==> src/rtl/bus_master_port.sv <==
// Master-side initiator for the shared serial system bus.
// Requests the bus, shifts out address/write data, or collects read data.
module bus_master_port #(
    parameter int ADDR_W  = 12,
    parameter int DATA_W  = 8,
    parameter int TIMEOUT = 64
) (
    input  logic              clk,
    input  logic              rst,
    input  logic              req,
    input  logic              wr,
    input  logic [ADDR_W-1:0] addr,
    input  logic [DATA_W-1:0] wdata,
    output logic              busy,
    output logic              done,
    output logic              err,
    output logic [DATA_W-1:0] rdata,
    output logic              breq,
    input  logic              bgrant,
    output logic              mout,
    output logic              mvalid,
    output logic              mmode,
    input  logic              sin,
    input  logic              svalid
);

    localparam int MAX_AD = (ADDR_W > DATA_W) ? ADDR_W : DATA_W;
    localparam int MAXV   = (MAX_AD > TIMEOUT) ? MAX_AD : TIMEOUT;
    localparam int CW     = $clog2(MAXV + 1);

    localparam logic [CW-1:0] A_LAST = CW'(ADDR_W - 1);
    localparam logic [CW-1:0] D_LAST = CW'(DATA_W - 1);
    localparam logic [CW-1:0] T_LAST = CW'(TIMEOUT - 1);

    typedef enum logic [2:0] {
        S_IDLE,
        S_REQ,
        S_ADDR,
        S_WDATA,
        S_RDATA,
        S_DONE
    } state_t;

    state_t            r_state;
    state_t            w_next;
    logic [CW-1:0]     r_cnt;
    logic [CW-1:0]     r_tmo;
    logic              r_wr;
    logic              r_err;
    logic [ADDR_W-1:0] r_addr;
    logic [DATA_W-1:0] r_wdata;
    logic [DATA_W-1:0] r_shift;
    logic [DATA_W-1:0] r_rdata;
    logic              w_abit;
    logic              w_dbit;
    logic              w_shifting;

    assign w_abit = |(r_addr & (ADDR_W'(1) << r_cnt));
    assign w_dbit = |(r_wdata & (DATA_W'(1) << r_cnt));
    assign w_shifting = (r_state == S_ADDR) || (r_state == S_WDATA);

    // Grant loss gates the serial outputs in the same cycle.
    assign mvalid = w_shifting && bgrant;
    assign mout   = mvalid && ((r_state == S_ADDR) ? w_abit : w_dbit);
    assign mmode  = mvalid && r_wr;
    assign busy   = (r_state != S_IDLE);
    assign done   = (r_state == S_DONE);
    assign err    = done && r_err;
    assign rdata  = r_rdata;
    assign breq   = (r_state == S_REQ) || w_shifting || (r_state == S_RDATA);

    always_ff @(posedge clk or posedge rst) begin
        if (rst) begin
            r_state <= S_IDLE;
        end else begin
            r_state <= w_next;
        end
    end

    always_comb begin
        w_next = r_state;
        unique case (r_state)
            S_IDLE: begin
                if (req) w_next = S_REQ;
            end
            S_REQ: begin
                if (bgrant) w_next = S_ADDR;
            end
            S_ADDR: begin
                if (!bgrant) w_next = S_REQ;
                else if (r_cnt == A_LAST) w_next = r_wr ? S_WDATA : S_RDATA;
            end
            S_WDATA: begin
                if (!bgrant) w_next = S_REQ;
                else if (r_cnt == D_LAST) w_next = S_DONE;
            end
            S_RDATA: begin
                if (!bgrant) w_next = S_REQ;
                else if (svalid && r_cnt == D_LAST) w_next = S_DONE;
                else if (!svalid && r_cnt == '0 && r_tmo == T_LAST) w_next = S_DONE;
            end
            S_DONE: begin
                w_next = S_IDLE;
            end
            default: begin
                w_next = S_IDLE;
            end
        endcase
    end

    always_ff @(posedge clk or posedge rst) begin
        if (rst) begin
            r_cnt   <= '0;
            r_tmo   <= '0;
            r_wr    <= 1'b0;
            r_err   <= 1'b0;
            r_addr  <= '0;
            r_wdata <= '0;
            r_shift <= '0;
            r_rdata <= '0;
        end else begin
            unique case (r_state)
                S_IDLE: begin
                    if (req) begin
                        r_wr    <= wr;
                        r_addr  <= addr;
                        r_wdata <= wdata;
                        r_cnt   <= '0;
                        r_err   <= 1'b0;
                        r_shift <= '0;
                    end
                end
                S_REQ: begin
                    r_cnt <= '0;
                    r_tmo <= '0;
                end
                S_ADDR, S_WDATA: begin
                    r_tmo <= '0;
                    if (!bgrant || r_cnt == ((r_state == S_ADDR) ? A_LAST : D_LAST))
                        r_cnt <= '0;
                    else
                        r_cnt <= r_cnt + CW'(1);
                end
                S_RDATA: begin
                    if (!bgrant) begin
                        r_cnt <= '0;
                        r_tmo <= '0;
                    end else if (svalid) begin
                        r_shift <= {sin, r_shift[DATA_W-1:1]};
                        if (r_cnt == D_LAST) begin
                            r_rdata <= {sin, r_shift[DATA_W-1:1]};
                            r_err   <= 1'b0;
                            r_cnt   <= '0;
                        end else begin
                            r_cnt <= r_cnt + CW'(1);
                        end
                    end else if (r_cnt == '0) begin
                        // Idle watchdog only runs until the first sample lands.
                        if (r_tmo == T_LAST) begin
                            r_rdata <= '0;
                            r_err   <= 1'b1;
                            r_tmo   <= '0;
                        end else begin
                            r_tmo <= r_tmo + CW'(1);
                        end
                    end
                end
                S_DONE: begin
                    r_cnt <= '0;
                end
                default: begin
                    r_cnt <= '0;
                end
            endcase
        end
    end

endmodule
==> config.mk <==
export PLATFORM = sky130hd
export DESIGN_NAME = bus_master_port
export DESIGN_NICKNAME = d
export VERILOG_FILES = /design/src/rtl/bus_master_port.sv
export SDC_FILE = /design/constraint.sdc
export NUM_CORES = 1
export LEC_CHECK = 0
export CORE_MARGIN = 2
export CORE_UTILIZATION = 34
export CTS_BUF_LIST = sky130_fd_sc_hd__clkbuf_2
export DETAILED_ROUTE_END_ITERATION = 8
export GPL_TIMING_DRIVEN = 0
export SKIP_LAST_GASP = 1
export SLEW_MARGIN = 20
export SYNTH_ARGS = -nofsm -noshare
export SYNTH_HDL_FRONTEND = slang
export SYNTH_SLANG_ARGS = --single-unit
==> constraint.sdc <==
create_clock -name clk -period 4.4 [get_ports clk]
set_input_delay 0.88 -clock clk [delete_from_list [all_inputs] [get_ports clk]]
set_output_delay 0.88 -clock clk [all_outputs]
set_load 0.05 [all_outputs]
Word level (Yosys, flattened, before mapping). Index checks and enable logic that the tools add are counted.

Bits of input ports: 27. Register bits: 55. Output and inout bits: 15.

Multiplexer cells: 39. Bitwise gates (word level): 2. Add/subtract/negate cells: 2. Reduce and logical (&&, ||, !) cells: 31. Shift operators: 2. Equal/unequal tests: 23.

Operators by type and width (count): $mux 7 (9); $mux 8 (7); $mux 3 (10); $pmux 7 s3 (1); $ne 3x2->1 const B (6); $pmux 8 s2 (1); $pmux 3 s5 (1); $add 7x1->7 const B (2); $pmux 7 s2 (1); $and 12x12->12 (1); $reduce_or 12->1 (1); $shl 1x7->12 const A (1); $reduce_and 5->1 (2); $and 8x8->8 (1); $ne 2x2->1 const B (4); $reduce_bool 2->1 (4); $reduce_or 8->1 (1); $shl 1x7->8 const A (1); $eq 7x3->1 const B (1); $eq 7x4->1 (1); $eq 7x4->1 const B (1); $eq 7x6->1 const B (1); $logic_and 1x1->1 (7); $logic_not 7->1 (1); other kinds (19) (33).

Logic depth before layout (Yosys ltp). Gate-level depths: netlist of run 1.

Depth after elaboration: 7. Mapped depth: 9. Depth with buffers taken out: 7.

Worst setup path after synthesis of run 1. OpenSTA, ideal clock, no wires.

Kind: reg-to-output. From: register r_cnt[4]. To: output port mout. Setup slack: 1.007 ns. Arrival: 2.513 ns. Cell stages (with the launch flop): 5. Required time: 3.520 ns. Path through: dfrtp_1 -> or4_4 -> nor2_2 -> a22oi_1 -> a221oi_1.

Cells in the longest elaborated chain, start to end: 5. Elaborated cells on any way between the ends: 8.

Ends and longest elaborated chain: from (decl) (line 46) `logic [CW-1:0] r_cnt;`; from (signal assigned) (line 142) `r_cnt <= r_cnt + CW'(1);`; from (signal assigned) (line 155) `r_cnt <= r_cnt + CW'(1);`; $shl 1x7->12 or $shl 1x7->8 (tied branches) (line 58, 59); $and 12x12->12 or $and 8x8->8 (tied branches) (line 58, 59); $reduce_or 12->1 or $reduce_or 8->1 (tied branches) (line 58, 59); $mux 1 * (line 64) `assign mout = mvalid && ((r_state == S_ADDR) ? w_abit : w_dbit);`; $logic_and 1x1->1 * (line 64); to (decl) (line 20) `output logic mout,`.

Every way passes the cells marked *; elsewhere a longest branch is shown, timed or not.

Worst setup path after layout of run 1.
From: input port bgrant. To: output port mout.

Cells in the longest elaborated chain, start to end: 2.

Ends and longest elaborated chain: from (decl) (line 19) `input logic bgrant,`; $logic_and 1x1->1 (line 63) `assign mvalid = w_shifting && bgrant;`; $logic_and 1x1->1 (line 64).

No other way between the ends.

==> results_dict.tcl, run 1 <==
set metrics [dict create \
    status "finished clean" \
    drive_gt1_share_pct 16.3 \
    die_width_um 93.7 \
    fin_tns_setup_ns 0 \
    ys_types 54 \
    instances_no_fill 391 \
    dieArea_sq_mm 0.00877 \
    arrival_ns 3.10 \
    clock_latency_ns 0.44 \
    worst_slew_pin_slew_ns 0.680 \
    synth_area_sq_mm 0.00273 \
    total_power_mw 1.59 \
    grt_overflow 0 \
    route.detailed.drc 0 \
    grt_use_total_pct 14.1 \
    place_worst_setup_slack_ns 0.487 \
    setup_viol 0 \
    min_period_ns 3.98 \
    p_seq_share_pct 42.9 \
    vdd_drop_max_mv 0.229 \
    core_sq_mm 0.00777 \
    ys_warn_count 0 \
    hold_viol 0 \
    cp-end-kind "output pin" \
    p_switching_mw 0.603 \
    start_util_pct 35.2 \
    crit_fanout 10 \
    wl_um 5860 \
    slew_violations 0 \
    cp.required_ns 3.52 \
    cts_tree "built" \
    cts_hold_buf 0 \
    clkTransAtPathRegs_ns 0.25 \
    p_int_mw 0.989 \
    finClkSkew_ns 0.0175 \
    place_congestion 0.868 \
    grt_pass1_vias 1978 \
    yosys_most_used_dff "dfrtp_1" \
    synth_seq_cells 54 \
    antenna_found_initial 0 \
    port_buffers 41 \
    p_sw_share_pct 37.9 \
    p_leak_nw 1.36 \
    ant_nets 0 \
    cts_buffer_depth 2 \
    io_pins 42 \
    grt_first_pass_wirelength_um 9690 \
    drtIter0Drc 127 \
    drt-vias-per-instance 5.20 \
    ctsHtreeMaxLevel 2 \
    vias 2032 \
    syn-num-nets 270 \
    dr.pass1.iters 5 \
    synth_edf_count 0 \
    worstSetupPathType "input port to output pin" \
    diodes 0 \
    fin_nets 318 \
    hold_class "flip-flop to flip-flop" \
    async_flop_share_pct 100 \
    min_period_over_period_pct 90.4 \
    avgSynthCellArea_sq_um 11.4 \
    critical_path.startpoint_type "input port" \
    ys_seq_area_share_pct 49.5 \
    rows 32 \
    clock_sinks 54 \
    place_inst 383 \
    wire_per_inst_um 15.0 \
    hpwl_um 4210 \
    grt_max_degree 55 \
    p_clk_share_pct 12.0 \
    comb_power_share_pct 45.1 \
    rsz0062_at_grt "false" \
    maxCapViolCount 0 \
    cts-buffers-inserted 5 \
    fmax_mhz 252 \
    power.density_mw_per_mm2 481 \
    cts_resized 0 \
    netlist_instances 240 \
    fin_ws_ns 0.424 \
    fp.dieH_um 93.7 \
    cts_root_buf "clkbuf_2" \
    maxSlewHeadroom_pct 54.4 \
    areaGrowthSynthToFinish_pct 21.2 \
    cts_setup_buffers 0 \
]
[per-layer routing]
layer | GRT usage, % | vias to the layer above | part of all wire [%]
met3 | 3.53 | 7 | 4.9
met4 | 4.11 | 0 | 0.82
met1 | 19.8 | 994 | 49
met5 | 0 | - | 0
met2 | 21.7 | 57 | 45
li1 | - | 974 | -
[through the flow]
step / utilization, % / hold slack (ns) / cell area, sq um
2_1_floorplan: - / 0.453 / 2730
3_3_place_gp: 42.1 / 0.467 / 3270
3_5_place_dp: 42.1 / 0.476 / 3270
4_1_cts: 42.6 / 0.504 / 3310
5_1_grt: 42.6 / 0.521 / 3310
6_report: 42.6 / 0.505 / 3310
[critical path: stages]
cell	delay (ns)
clkdlybuf4s50_1	0.47
clkbuf_1	0.34
nand2_1	0.23
a221oi_1	0.28
clkdlybuf4s50_1	0.89
[path summary, 6_finish.rpt]
check	start	end	slack, ns	cells after the start
worst max-delay path	bgrant	mout	0.42	5
worst min-delay path	r_tmo[6]$_DFFE_PP0P_	r_tmo[6]$_DFFE_PP0P_	0.50	2
worst max register to register	r_cnt[1]$_DFFE_PP0P_	rdata[7]$_DFFE_PP0P_	2.12	9
worst min register to register	r_tmo[6]$_DFFE_PP0P_	r_tmo[6]$_DFFE_PP0P_	0.50	2
max in group asynchronous	rst	rdata[2]$_DFFE_PP0P_	3.12	2
min in group asynchronous	rst	r_wdata[5]$_DFFE_PP0P_	0.86	2
[registers in the layout, indices dropped and copies added (netlist names)]
register  count
r_addr       12
r_cnt         7
r_err         1
r_shift       7
r_state       3
r_tmo         7
r_wdata       8
r_wr          1
rdata         8
[cells by family after synthesis]
logic type	share of synthesized area, %
and+or+nand+nor	15.6
xor gates and xnor gates	2.61
buffers and inverters	2.70
AOI/OAI and AO/OA	15.1
muxes	13.1
adders and majority gates	1.37
DFF	49.5
[cell type report]
| cell class | instances | area (sq um) |
|---|---|---|
| Sequential cell | 54 | 1350 |
| Fill cell | 775 | 4460 |
| Timing Repair Buffer | 41 | 410 |
| Inverter | 9 | 36.3 |
| Clock inverter | 2 | 8.76 |
| Tap cell | 102 | 128 |
| Multi-Input combinational cell | 168 | 1310 |
| Buffer | 9 | 40.0 |
| Clock buffer | 6 | 30.0 |
[synth_stat cells (3+ instances only)]
library cell	n	area, sq um
dfrtp_1	54	1350
mux2_2	18	203
nand2_1	16	60.1
a22o_1	15	131
nor2_1	15	56.3
inv_1	9	33.8
o21ai_0	8	40.0
o21ai_1	8	40.0
a21oi_1	7	35.0
nand2b_1	6	37.5
buf_2	5	25.0
mux4_2	5	113
nand3_1	5	25.0
nor2b_1	5	31.3
a31oi_1	4	25.0
clkbuf_1	4	15.0
and2_1	3	18.8
and3_1	3	18.8
ha_1	3	37.5
mux2_1	3	33.8
xor2_1	3	26.3
[layout by cell type (no fill, tap or decap), types with 7 or more instances in the layout]
cell              n
dfrtp_1          54
nor2_1           15
nand2_1          16
inv_1             8
o21ai_1           8
a22o_1           15
o21ai_0           8
clkdlybuf4s50_1  41
a21oi_1           7
mux2_2           18
[power by group through the flow]
stage / Combinational [mW] / Clock, mW / Sequential [mW]
after floorplan: 0.558 / 0 / 0.671
after global placement: 0.713 / 0 / 0.692
after detailed placement: 0.724 / 0 / 0.696
after CTS: 0.727 / 0.198 / 0.684
after global routing: 0.789 / 0.218 / 0.698
final: 0.718 / 0.191 / 0.683
(Power assumes the default switching activity.)
==> inputs of run 2 (changes only) <==
--- a/config.mk
+++ b/config.mk
@@ -7,7 +7,7 @@
 export LEC_CHECK = 0
 export CORE_MARGIN = 2
 export CORE_UTILIZATION = 34
-export CTS_BUF_LIST = sky130_fd_sc_hd__clkbuf_2
+export CTS_BUF_LIST = sky130_fd_sc_hd__clkbuf_8
 export DETAILED_ROUTE_END_ITERATION = 8
 export GPL_TIMING_DRIVEN = 0
 export SKIP_LAST_GASP = 1
==> run 2 against run 1 <==
Net effect:
- setup slack better by 0.048 ns
- critical endpoint unchanged
- sequential share of layout area down 0.64 points
- die area unchanged
- critical path depth unchanged
- largest cell class unchanged
- clock power up 48%
- first-iteration DRC count up 3.1%
- final area up 1.6%
==> results_dict.tcl, run 2 (synthesis results as in run 1) <==
set metrics [dict create \
    cts_root_buf "clkbuf_8" \
    cp.required_ns 3.52 \
    crit_path_frequent_cell "clkdlybuf4s50_1" \
    layout_commonest_cell "dfrtp_1" \
    min_period_ns 3.93 \
    grt_use_total_pct 14.1 \
    worst_slew_pin_slew_ns 0.675 \
    p_int_mw 1.08 \
    p_leak_nw 1.39 \
    crit_family "buffers and inverters" \
    endpoint "mout" \
    min_period_over_period_pct 89.3 \
    cp.depth 5 \
    finClkSkew_ns 0.00507 \
    arrival_ns 3.05 \
    cp-end-kind "output pin" \
    slew_violations 0 \
    start_util_pct 35.2 \
    reg2reg_to "rdata[7]$_DFFE_PP0P_" \
    comb_power_share_pct 42.6 \
    fin_ws_ns 0.472 \
    crit_path_start "bgrant" \
    grt_overflow 0 \
    fin_nets 318 \
    core_sq_mm 0.00777 \
    diodes 0 \
    reg2regPathDepth 9 \
    p_sw_share_pct 36.2 \
    largest_reg_flops 12 \
    rrSetupSlack_ns 2.17 \
    dr.pass1.iters 4 \
    hpwl_um 4210 \
    p_seq_share_pct 40.6 \
    p_switching_mw 0.609 \
    critical_path.startpoint_type "input port" \
    place_inst 383 \
    port_buffers 41 \
    route.detailed.drc 0 \
    clkTransAtPathRegs_ns 0.09 \
    placed_cell_area_sq_mm 0.00327 \
    total_power_mw 1.69 \
    wl_um 5880 \
    fp.dieH_um 93.7 \
    fin_tns_setup_ns 0 \
    hold_ws_ns 0.491 \
    critPathMaxStageDelay_ns 0.87 \
    seqCellArea_sq_mm 0.00135 \
    drive_gt1_share_pct 16.3 \
    rsz0062_at_grt "false" \
    path_cells "clkdlybuf4s50_1, clkbuf_1, nand2_1, a221oi_1, clkdlybuf4s50_1" \
    grt_max_degree 55 \
    critPathBufInv 3 \
    place_worst_setup_slack_ns 0.487 \
    ant_nets 0 \
    clock_latency_ns 0.31 \
    ctsHtreeMaxLevel 2 \
    multiInputGateArea_sq_mm 0.00131 \
    rr_startpoint "r_cnt[1]$_DFFE_PP0P_" \
    crit_fanout 10 \
    fillers 764 \
    cts_setup_buffers 0 \
    power.density_mw_per_mm2 501 \
    io_pins 42 \
    cts_tree "built" \
    hold_class "flip-flop to flip-flop" \
    mostFrequentLayoutCells "dfrtp_1, clkdlybuf4s50_1, mux2_2" \
    grt_pass1_vias 1989 \
    vias 2030 \
    status "finished clean" \
    p_clk_share_pct 16.8 \
    die_width_um 93.7 \
    design_area_sq_mm 0.00336 \
    fmax_mhz 255 \
    drtIter0Drc 131 \
    cts_resized 0 \
    cts-buffers-inserted 5 \
    min_from "r_tmo[6]$_DFFE_PP0P_" \
    hold_viol 0 \
    dieArea_sq_mm 0.00877 \
    areaGrowthSynthToFinish_pct 23.1 \
    drt-vias-per-instance 5.19 \
    maxCapViolCount 0 \
    wire_per_inst_um 15.0 \
    place_congestion 0.868 \
    maxSlewHeadroom_pct 54.7 \
    cts_buffer_depth 2 \
    setup_viol 0 \
    cts_hold_buf 0 \
    antenna_found_initial 0 \
    fin_util_pct 43.3 \
    largest-register "r_addr" \
    critPathSlowestCell "clkdlybuf4s50_1" \
    rows 32 \
    clock_sinks 54 \
    vdd_drop_max_mv 0.289 \
    instances_no_fill 391 \
    grt_first_pass_wirelength_um 9730 \
    worstSetupPathType "input port to output pin" \
]
## run 2: how the worst min path moves through the flow
stage | end | slack, ns | cells past startpoint
after floorplan | r_addr[5]$_DFFE_PP0P_ | 0.45 | 1
after global placement | r_wdata[1]$_DFFE_PP0P_ | 0.47 | 1
after detailed placement | r_wdata[5]$_DFFE_PP0P_ | 0.48 | 1
after CTS | r_tmo[6]$_DFFE_PP0P_ | 0.49 | 2
after global routing | r_tmo[6]$_DFFE_PP0P_ | 0.51 | 2
final | r_tmo[6]$_DFFE_PP0P_ | 0.49 | 2
## run 2: per-layer routing
layer / track usage, % / vias up / share of wire, %
met4: 4.11 / 0 / 0.94
met1: 19.7 / 997 / 49
met2: 21.8 / 51 / 45
met3: 3.53 / 8 / 4.9
li1: - / 974 / -
met5: 0 / - / 0
## run 2: cell type report
cell class	count	area share, %
Multi-Input combinational cell	168	38.9
Timing Repair Buffer	41	12.2
Tap cell	102	3.79
Sequential cell	54	40.2
Clock buffer	6	2.45
Inverter	9	1.08
Buffer	9	1.19
Clock inverter	2	0.260
## run 2: power groups by stage
stage               Sequential (mW)  Combinational, mW  Clock, mW
finish                        0.684              0.718      0.283
global route                  0.699              0.789      0.309
CTS                           0.685              0.727      0.291
detailed placement            0.696              0.724          0
global placement              0.692              0.713          0
floorplan                     0.671              0.558          0
## run 2: tightest hold or removal path: stages, from the launching register on
cell and delay, ns:
dfrtp_1 0.38, inv_1 0.05, a31oi_1 0.03
